File: src/rtl/pipelined_adder.sv
// Multi-lane pipelined adder/subtractor with wrap and saturate modes.
// Each lane splits its carry chain: low half in stage 0, high half in
// stage 1, saturation in the last stage. Valid/ready handshake on both
// sides; the pipeline compresses bubbles under backpressure.
module pipelined_adder #(
    parameter int WIDTH  = 4,
    parameter int LANES  = 1,
    parameter int STAGES = 2
) (
    input  logic                   clk,
    input  logic                   rst_n,
    input  logic                   in_valid,
    output logic                   in_ready,
    input  logic [LANES*WIDTH-1:0] a,
    input  logic [LANES*WIDTH-1:0] b,
    input  logic [1:0]             op,
    output logic                   out_valid,
    input  logic                   out_ready,
    output logic [LANES*WIDTH-1:0] sum,
    output logic [LANES-1:0]       carry,
    output logic [LANES-1:0]       ovf
);

    localparam int LO = WIDTH / 2;
    localparam int HI = WIDTH - LO;

    typedef enum logic [1:0] {
        OP_ADD  = 2'b00,
        OP_SUB  = 2'b01,
        OP_SADD = 2'b10,
        OP_UADD = 2'b11
    } op_e;

    // Per-lane payload carried down the pipe. bx is b, or ~b for subtract.
    // r/c hold the partial (then full, then saturated) sum and its carry.
    typedef struct packed {
        op_e              op;
        logic [WIDTH-1:0] a;
        logic [WIDTH-1:0] bx;
        logic [WIDTH-1:0] r;
        logic             c;
        logic             ov;
    } lane_t;

    lane_t             st_q [STAGES][LANES];
    lane_t             st_d [STAGES][LANES];
    logic [STAGES-1:0] vld_q;
    logic [STAGES-1:0] adv;
    logic [STAGES-1:0] load;

    // Low half of the carry chain; subtract injects the +1 here.
    function automatic lane_t f_lo(input op_e o, input logic [WIDTH-1:0] x, input logic [WIDTH-1:0] y);
        lane_t        t;
        logic [LO:0]  s;
        t    = '0;
        t.op = o;
        t.a  = x;
        t.bx = (o == OP_SUB) ? ~y : y;
        s    = {1'b0, t.a[LO-1:0]} + {1'b0, t.bx[LO-1:0]} + {{LO{1'b0}}, (o == OP_SUB)};
        t.r[LO-1:0] = s[LO-1:0];
        t.c         = s[LO];
        return t;
    endfunction

    // High half of the carry chain, consuming the low-half carry.
    function automatic lane_t f_hi(input lane_t t_in);
        lane_t       t;
        logic [HI:0] s;
        t = t_in;
        s = {1'b0, t.a[WIDTH-1:LO]} + {1'b0, t.bx[WIDTH-1:LO]} + {{HI{1'b0}}, t.c};
        t.r[WIDTH-1:LO] = s[HI-1:0];
        t.c             = s[HI];
        return t;
    endfunction

    // Overflow detection and clamping on the completed sum.
    function automatic lane_t f_sat(input lane_t t_in);
        lane_t t;
        logic  sov;
        t   = t_in;
        sov = (t.a[WIDTH-1] == t.bx[WIDTH-1]) && (t.r[WIDTH-1] != t.a[WIDTH-1]);
        case (t.op)
            OP_SADD: begin
                t.ov = sov;
                if (sov) begin
                    t.r = t.a[WIDTH-1] ? {1'b1, {(WIDTH-1){1'b0}}} : {1'b0, {(WIDTH-1){1'b1}}};
                end
            end
            OP_UADD: begin
                t.ov = t.c;
                if (t.c) begin
                    t.r = '1;
                end
            end
            default: t.ov = sov;
        endcase
        return t;
    endfunction

    // Advance chain: a stage moves when everything above it can make room.
    always_comb begin : p_adv
        logic go;
        // NOTE: blocking '=' in combinational blocks; go is a running value
        // evaluated top stage down, so order of assignment matters here.
        go = out_ready;
        for (int k = STAGES - 1; k >= 0; k--) begin
            adv[k] = vld_q[k] && go;
            go     = go || !vld_q[k];
        end
    end

    assign in_ready  = !vld_q[0] || adv[0];
    assign out_valid = vld_q[STAGES-1];

    // Stage load enables: stage 0 from the input handshake, others from below.
    always_comb begin
        load    = '0;
        load[0] = in_valid && in_ready;
        for (int k = 1; k < STAGES; k++) begin
            load[k] = adv[k-1];
        end
    end

    // Next payload for every stage and lane.
    always_comb begin : p_datapath
        lane_t cur;
        // NOTE: every combinational output gets a value on every path (here
        // the loops cover all elements) so no latches are inferred.
        for (int l = 0; l < LANES; l++) begin
            cur = f_lo(op_e'(op), a[l*WIDTH +: WIDTH], b[l*WIDTH +: WIDTH]);
            if (STAGES == 1) begin
                cur = f_sat(f_hi(cur));
            end
            st_d[0][l] = cur;
            for (int k = 1; k < STAGES; k++) begin
                cur = st_q[k-1][l];
                if (k == 1) begin
                    cur = f_hi(cur);
                end
                if (k == STAGES - 1) begin
                    cur = f_sat(cur);
                end
                st_d[k][l] = cur;
            end
        end
    end

    // Stage valid bits: set on load, cleared when the occupant leaves.
    always_ff @(posedge clk or negedge rst_n) begin
        if (!rst_n) begin
            vld_q <= '0;
        end else begin
            for (int k = 0; k < STAGES; k++) begin
                if (load[k]) begin
                    vld_q[k] <= 1'b1;
                end else if (adv[k]) begin
                    vld_q[k] <= 1'b0;
                end
            end
        end
    end

    // Stage payload registers; held while a stage is stalled.
    always_ff @(posedge clk or negedge rst_n) begin
        if (!rst_n) begin
            // NOTE: payload registers are reset (not just the valid bits)
            // because sum/carry/ovf must read zero straight out of reset.
            for (int k = 0; k < STAGES; k++) begin
                for (int l = 0; l < LANES; l++) begin
                    st_q[k][l] <= '0;
                end
            end
        end else begin
            for (int k = 0; k < STAGES; k++) begin
                if (load[k]) begin
                    for (int l = 0; l < LANES; l++) begin
                        st_q[k][l] <= st_d[k][l];
                    end
                end
            end
        end
    end

    // Unpack the last stage onto the result ports.
    always_comb begin
        sum   = '0;
        carry = '0;
        ovf   = '0;
        for (int l = 0; l < LANES; l++) begin
            sum[l*WIDTH +: WIDTH] = st_q[STAGES-1][l].r;
            carry[l]              = st_q[STAGES-1][l].c;
            ovf[l]                = st_q[STAGES-1][l].ov;
        end
    end

endmodule

File: config.mk
export PLATFORM = sky130hd
export DESIGN_NAME = pipelined_adder
export DESIGN_NICKNAME = d
export VERILOG_FILES = /design/src/rtl/pipelined_adder.sv
export SDC_FILE = /design/constraint.sdc
export NUM_CORES = 1
export LEC_CHECK = 0
export BUFFER_PORTS_ARGS = -buffer_cell sky130_fd_sc_hd__buf_2
export CAP_MARGIN = 0
export CORE_UTILIZATION = 41
export CTS_CLUSTER_DIAMETER = 120
export DETAILED_ROUTE_END_ITERATION = 10
export GPL_ROUTABILITY_DRIVEN = 0
export GPL_TIMING_DRIVEN = 0
export PLACE_DENSITY_LB_ADDON = 0.05
export SYNTH_ARGS = -nofsm -noshare
export SYNTH_HDL_FRONTEND = slang
export SYNTH_SLANG_ARGS = --single-unit
File: constraint.sdc
create_clock -name clk -period 2.6 [get_ports clk]
set_clock_uncertainty 0.2 [all_clocks]
set_input_delay 0 -clock clk [delete_from_list [all_inputs] [get_ports clk]]
set_output_delay 0 -clock clk [all_outputs]
set_load 0.005 [all_outputs]
---- After elaboration in Yosys (flattened, before gate mapping) ----
Index checks and enable logic that the tools add are counted.
operators by class
  bitwise operators ....................... 1
  add/subtract/negate cells ............... 4
  reduce and logical (&&, ||, !) cells .... 10
  muxes and demuxes ....................... 10
  equal/unequal tests ..................... 5
operator list
  cell                                           number
  two-way mux 4 bit                              4
  one-hot mux 4 bit (2 select lines)             1
  adder 2 x 2 -> 3 bit                           2
  adder 3 x 1 -> 3 bit                           2
  two-way mux 1 bit                              5
  == test 2 bit, second input constant           2
  logical AND 1 bit                              4
  NOT 4 bit                                      1
  nonzero test 2 bit                             2
  == test 2 x 1 -> 1 bit, second input constant  1
  zero test 1 bit                                2
  logical OR 1 bit                               2
  == test 1 bit                                  1
  != test 1 bit                                  1
word-level totals
  bits of input ports ..................... 14
  word-level logic and storage cells ...... 40
  flip-flop bits (word level) ............. 21
  output and inout port bits .............. 8

---- Depth between registers and ports, before layout ----
  word-level depth ........................ 6
  mapped depth ............................ 6
  gate-level depth less buffers ........... 6

---- Worst setup path after synthesis ----
Ideal clock, no wire load.
  path type ............................... flip-flop to flip-flop
  start ................................... reg st_q[17] (netlist name)
  end ..................................... reg st_q, in the netlist sum[2]
  clock period less this slack ............ 2.142 ns
  setup slack ............................. 0.458 ns
  buffers on the path ..................... 0
  setup time .............................. 0.082 ns
  arrival ................................. 1.860 ns
  required time ........................... 2.318 ns
  cell stages (with the launch flop) ...... 6
  cell sequence ........................... dfrtp_1 -> inv_1 -> fa_1 -> fa_1 -> or3_4 -> a31oi_1
on the way
  word-level cells in the longest chain between the ends .. 5
  elaborated cells on any way between the ends .. 6
  those cells by class .................... add/sub (1); eq/ne (1); mux (3); reduce/logical (1)
RTL lines
  item                                  RTL line  text
  start, declared                       45        lane_t st_q [STAGES][LANES];
  start signal, assigned by index       177       st_q[k][l] <= st_d[k][l];
  adder 3 x 1 -> 3 bit *                70        s = {1'b0, t.a[WIDTH-1:LO]} + {1'b0, t.bx[WIDTH-1:LO]} + {{HI{1'b0}}, t.c};
  != test 1 bit                         81        sov = (t.a[WIDTH-1] == t.bx[WIDTH-1]) && (t.r[WIDTH-1] != t.a[WIDTH-1]);
  logical AND 1 bit                     81
  two-way mux 4 bit                     85        if (sov) begin
  one-hot mux 4 bit (2 select lines) *  82        case (t.op)
Every way passes the cells marked *; elsewhere a longest branch is shown, timed or not.
A chain may end at the register's enable or synchronous reset.

---- Worst setup path in the final report ----
  start ................................... reg st_q[17] (netlist name)
  end ..................................... reg st_q, in the netlist sum[1]
Same word-level chain as after synthesis.

==> flow_summary.json <==
{
  "drt-wirelength-per-cell_um": 10.8,
  "h-tree-depth": 1,
  "synth_top_cells_by_area": "dfrtp_1 (47%), mux2_2 (9.9%), fa_1 (6.6%)",
  "status": "complete, no violations",
  "synth_cell_types": 23,
  "fin_crit_sh": 0.873,
  "whs_ns": 0.0459,
  "cts.sinks": 17,
  "crit_family": "adder cells",
  "final_cell_mix": "buf_2 (22), dfrtp_1 (17), dlygate4sd3_1 (13)",
  "fmax_mhz": 441,
  "num_vias": 641,
  "r2r-start": "st_q[17]",
  "holdPathStages": 4,
  "grt_pass1_wl_um": 2640,
  "post_dp_cell_area_mm2": 0.00105,
  "cap_viol_max_count": 0,
  "ios": 22,
  "finalSetupTns_ns": 0,
  "rsz0062_at_grt": "false",
  "setup_violations": 0,
  "path_cells": "inv_1 > fa_1 > fa_1 > or3_4 > a31oi_1",
  "path_clk_slew_ns": 0.10,
  "die_h_um": 49.1,
  "synth_fp_nets": 97,
  "ant_nets": 0,
  "cts_tree": "done",
  "numCtsBuffers": 3,
  "grt_max_degree": 18,
  "setup_slack_ns": 0.330,
  "critPathLaunchType": "register",
  "slew_headroom": 0.489,
  "io_buffers": 21,
  "syn-cell-area_um2": 910,
  "yosysSeqAreaShare": 0.468,
  "holdPathEnd": "st_q[19]",
  "crit_type": "reg2reg",
  "grt_pass1_vias": 592,
  "tightest_slew_ns": 0.764,
  "fin_util": 0.596,
  "die_area_mm2": 0.00241,
  "routed_wirelength_um": 1560,
  "crit_top_cell": "fa_1",
  "reg2reg_depth": 5,
  "final_cell_area_mm2": 0.00120,
  "finalMaxSlewViolations": 0,
  "required_ns": 2.61,
  "core-area_mm2": 0.00202,
  "grt_usage": 0.147,
  "worstHoldStart": "b[1]",
  "placementRows": 16,
  "synth_cells": 79,
  "antenna_found_initial": 0,
  "first_pass_iters": 5,
  "root_buffer": "clkbuf_4",
  "die_w_um": 49.1,
  "worstPathMaxFanout": 4,
  "crit_buf_inv": 1,
  "avgSynthCellArea_um2": 11.5,
  "synth_warnings": 0,
  "slowest_stage": "fa_1",
  "synth-seq-cells": 17,
  "vdd_drop_max_v": 0.000401,
  "dp_hpwl_um": 1120,
  "drc": 0,
  "power_leakage_nw": 0.564,
  "clk_path_buf_depth": 2,
  "area_delta_synth_final_pct": 32.5,
  "initial_utilization": 0.450,
  "nFillCells": 182,
  "cts_setup_buffers": 0,
  "p_per_area_mw_per_mm2": 684,
  "reg2reg_slack_ns": 0.33,
  "nets": 136,
  "drive_gt1_frac": 0.342,
  "worstReg2RegEnd": "sum[1]",
  "cp-end-kind": "register",
  "yosys.area.top_type": "dfrtp_1",
  "post_cts_resize_count": 0,
  "overflow": 0,
  "drtIter0Drc": 8,
  "final_common_cell": "buf_2",
  "diodes": 0,
  "hp-class": "in2reg",
  "hold_viol": 0,
  "avgViaCountPerCell": 4.45,
  "clock_latency_ns": 0.29,
  "place_ws_ns": 0.327,
  "max_stage_delay_ns": 0.52,
  "fin_crit_ns": 2.27,
  "worstPathArrival_ns": 2.28,
  "synth_top_area_frac": 0.468
}
-- flip-flops by register name (all words and copies together) (netlist names) --
register and count:
ovf 1, carry 1, sum 4, vld_q 2, p_datapath.cur 6, st_q 3
-- cell families (layout without fill, tap and decap cells) --
family / after synthesis / in the layout / synth area share
AO/OA/AOI/OAI: 15 / 15 / 0.0949
XOR/XNOR: 5 / 5 / 0.0482
adder cells (fa/ha/maj): 4 / 4 / 0.0798
buffers and inverters: 12 / 50 / 0.0674
flip-flops: 17 / 17 / 0.468
multiplexers: 12 / 12 / 0.143
AND/OR/NAND/NOR: 14 / 14 / 0.0990
-- metrics by stage --
stage	power (W)	instances
finish	0.000824	144
global route	0.000886	144
CTS	0.000839	144
detailed placement	0.000680	127
global placement	0.000672	127
floorplan	0.000587	79
-- metal layers --
metal	routed length, um	vias to the layer above	GRT usage	share of wire
met2	787	17	0.263	0.50
met1	709	284	0.163	0.45
met3	64	0	0.0498	0.041
met4	0	0	0.0441	0
li1	-	340	-	-
met5	0	-	0	0
-- where the power goes --
part           internal [W]  switching (W)
registers          0.000331      0.0000364
logic              0.000186       0.000131
clock network     0.0000596      0.0000800
total              0.000577       0.000248
-- layout make-up --
| cell class | instances | area, um2 | share of cell area |
|---|---|---|---|
| inverters | 6 | 22.5 | 0.0187 |
| flip-flops and latches | 17 | 425 | 0.353 |
| plain buffers | 6 | 38.8 | 0.0322 |
| repair buffers | 34 | 235 | 0.195 |
| well taps | 27 | 33.8 | 0.0280 |
| clock buffers | 4 | 26.3 | 0.0218 |
| multi-input cells | 50 | 423 | 0.351 |
-- worst max path at each step --
stage / from / to / slack (ns) / cells after the start
detailed placement: st_q[17] / sum[1] / 0.33 / 5
global route: st_q[17] / sum[1] / 0.23 / 5
global placement: st_q[17] / sum[1] / 0.36 / 5
CTS: st_q[17] / sum[1] / 0.31 / 5
floorplan: st_q[17] / sum[2] / 0.46 / 5
finish: st_q[17] / sum[1] / 0.33 / 5
-- cells in the mapped netlist --
master / count
nand2b_1: 4
a21oi_1: 7
mux2_2: 8
nand3b_1: 2
or3b_4: 1
o211a_1: 1
o21bai_1: 1
dfrtp_1: 17
clkbuf_1: 1
ha_1: 1
nand2_1: 4
inv_1: 6
buf_2: 1
nand2_2: 1
buf_4: 4
mux2i_1: 4
nor2b_1: 1
fa_1: 3
o21ai_0: 3
or3_4: 1
a31oi_1: 3
xnor2_1: 2
xor2_1: 3
-- worst min-delay path, delay by kind of cell --
kind / cells / cell delay, ns
xor+xnor: 1 / 0.13
fa+ha+maj: 1 / 0.16
buf+inv: 1 / 0.08
mux: 1 / 0.13
-- repair_timing --
| action | in CTS | in global routing |
|---|---|---|
| hold buffers | 13 | 0 |
| hold endpoints to repair | 27 | 0 |
| endpoints found under the setup margin | 0 | 0 |
(Power assumes the default switching activity.)
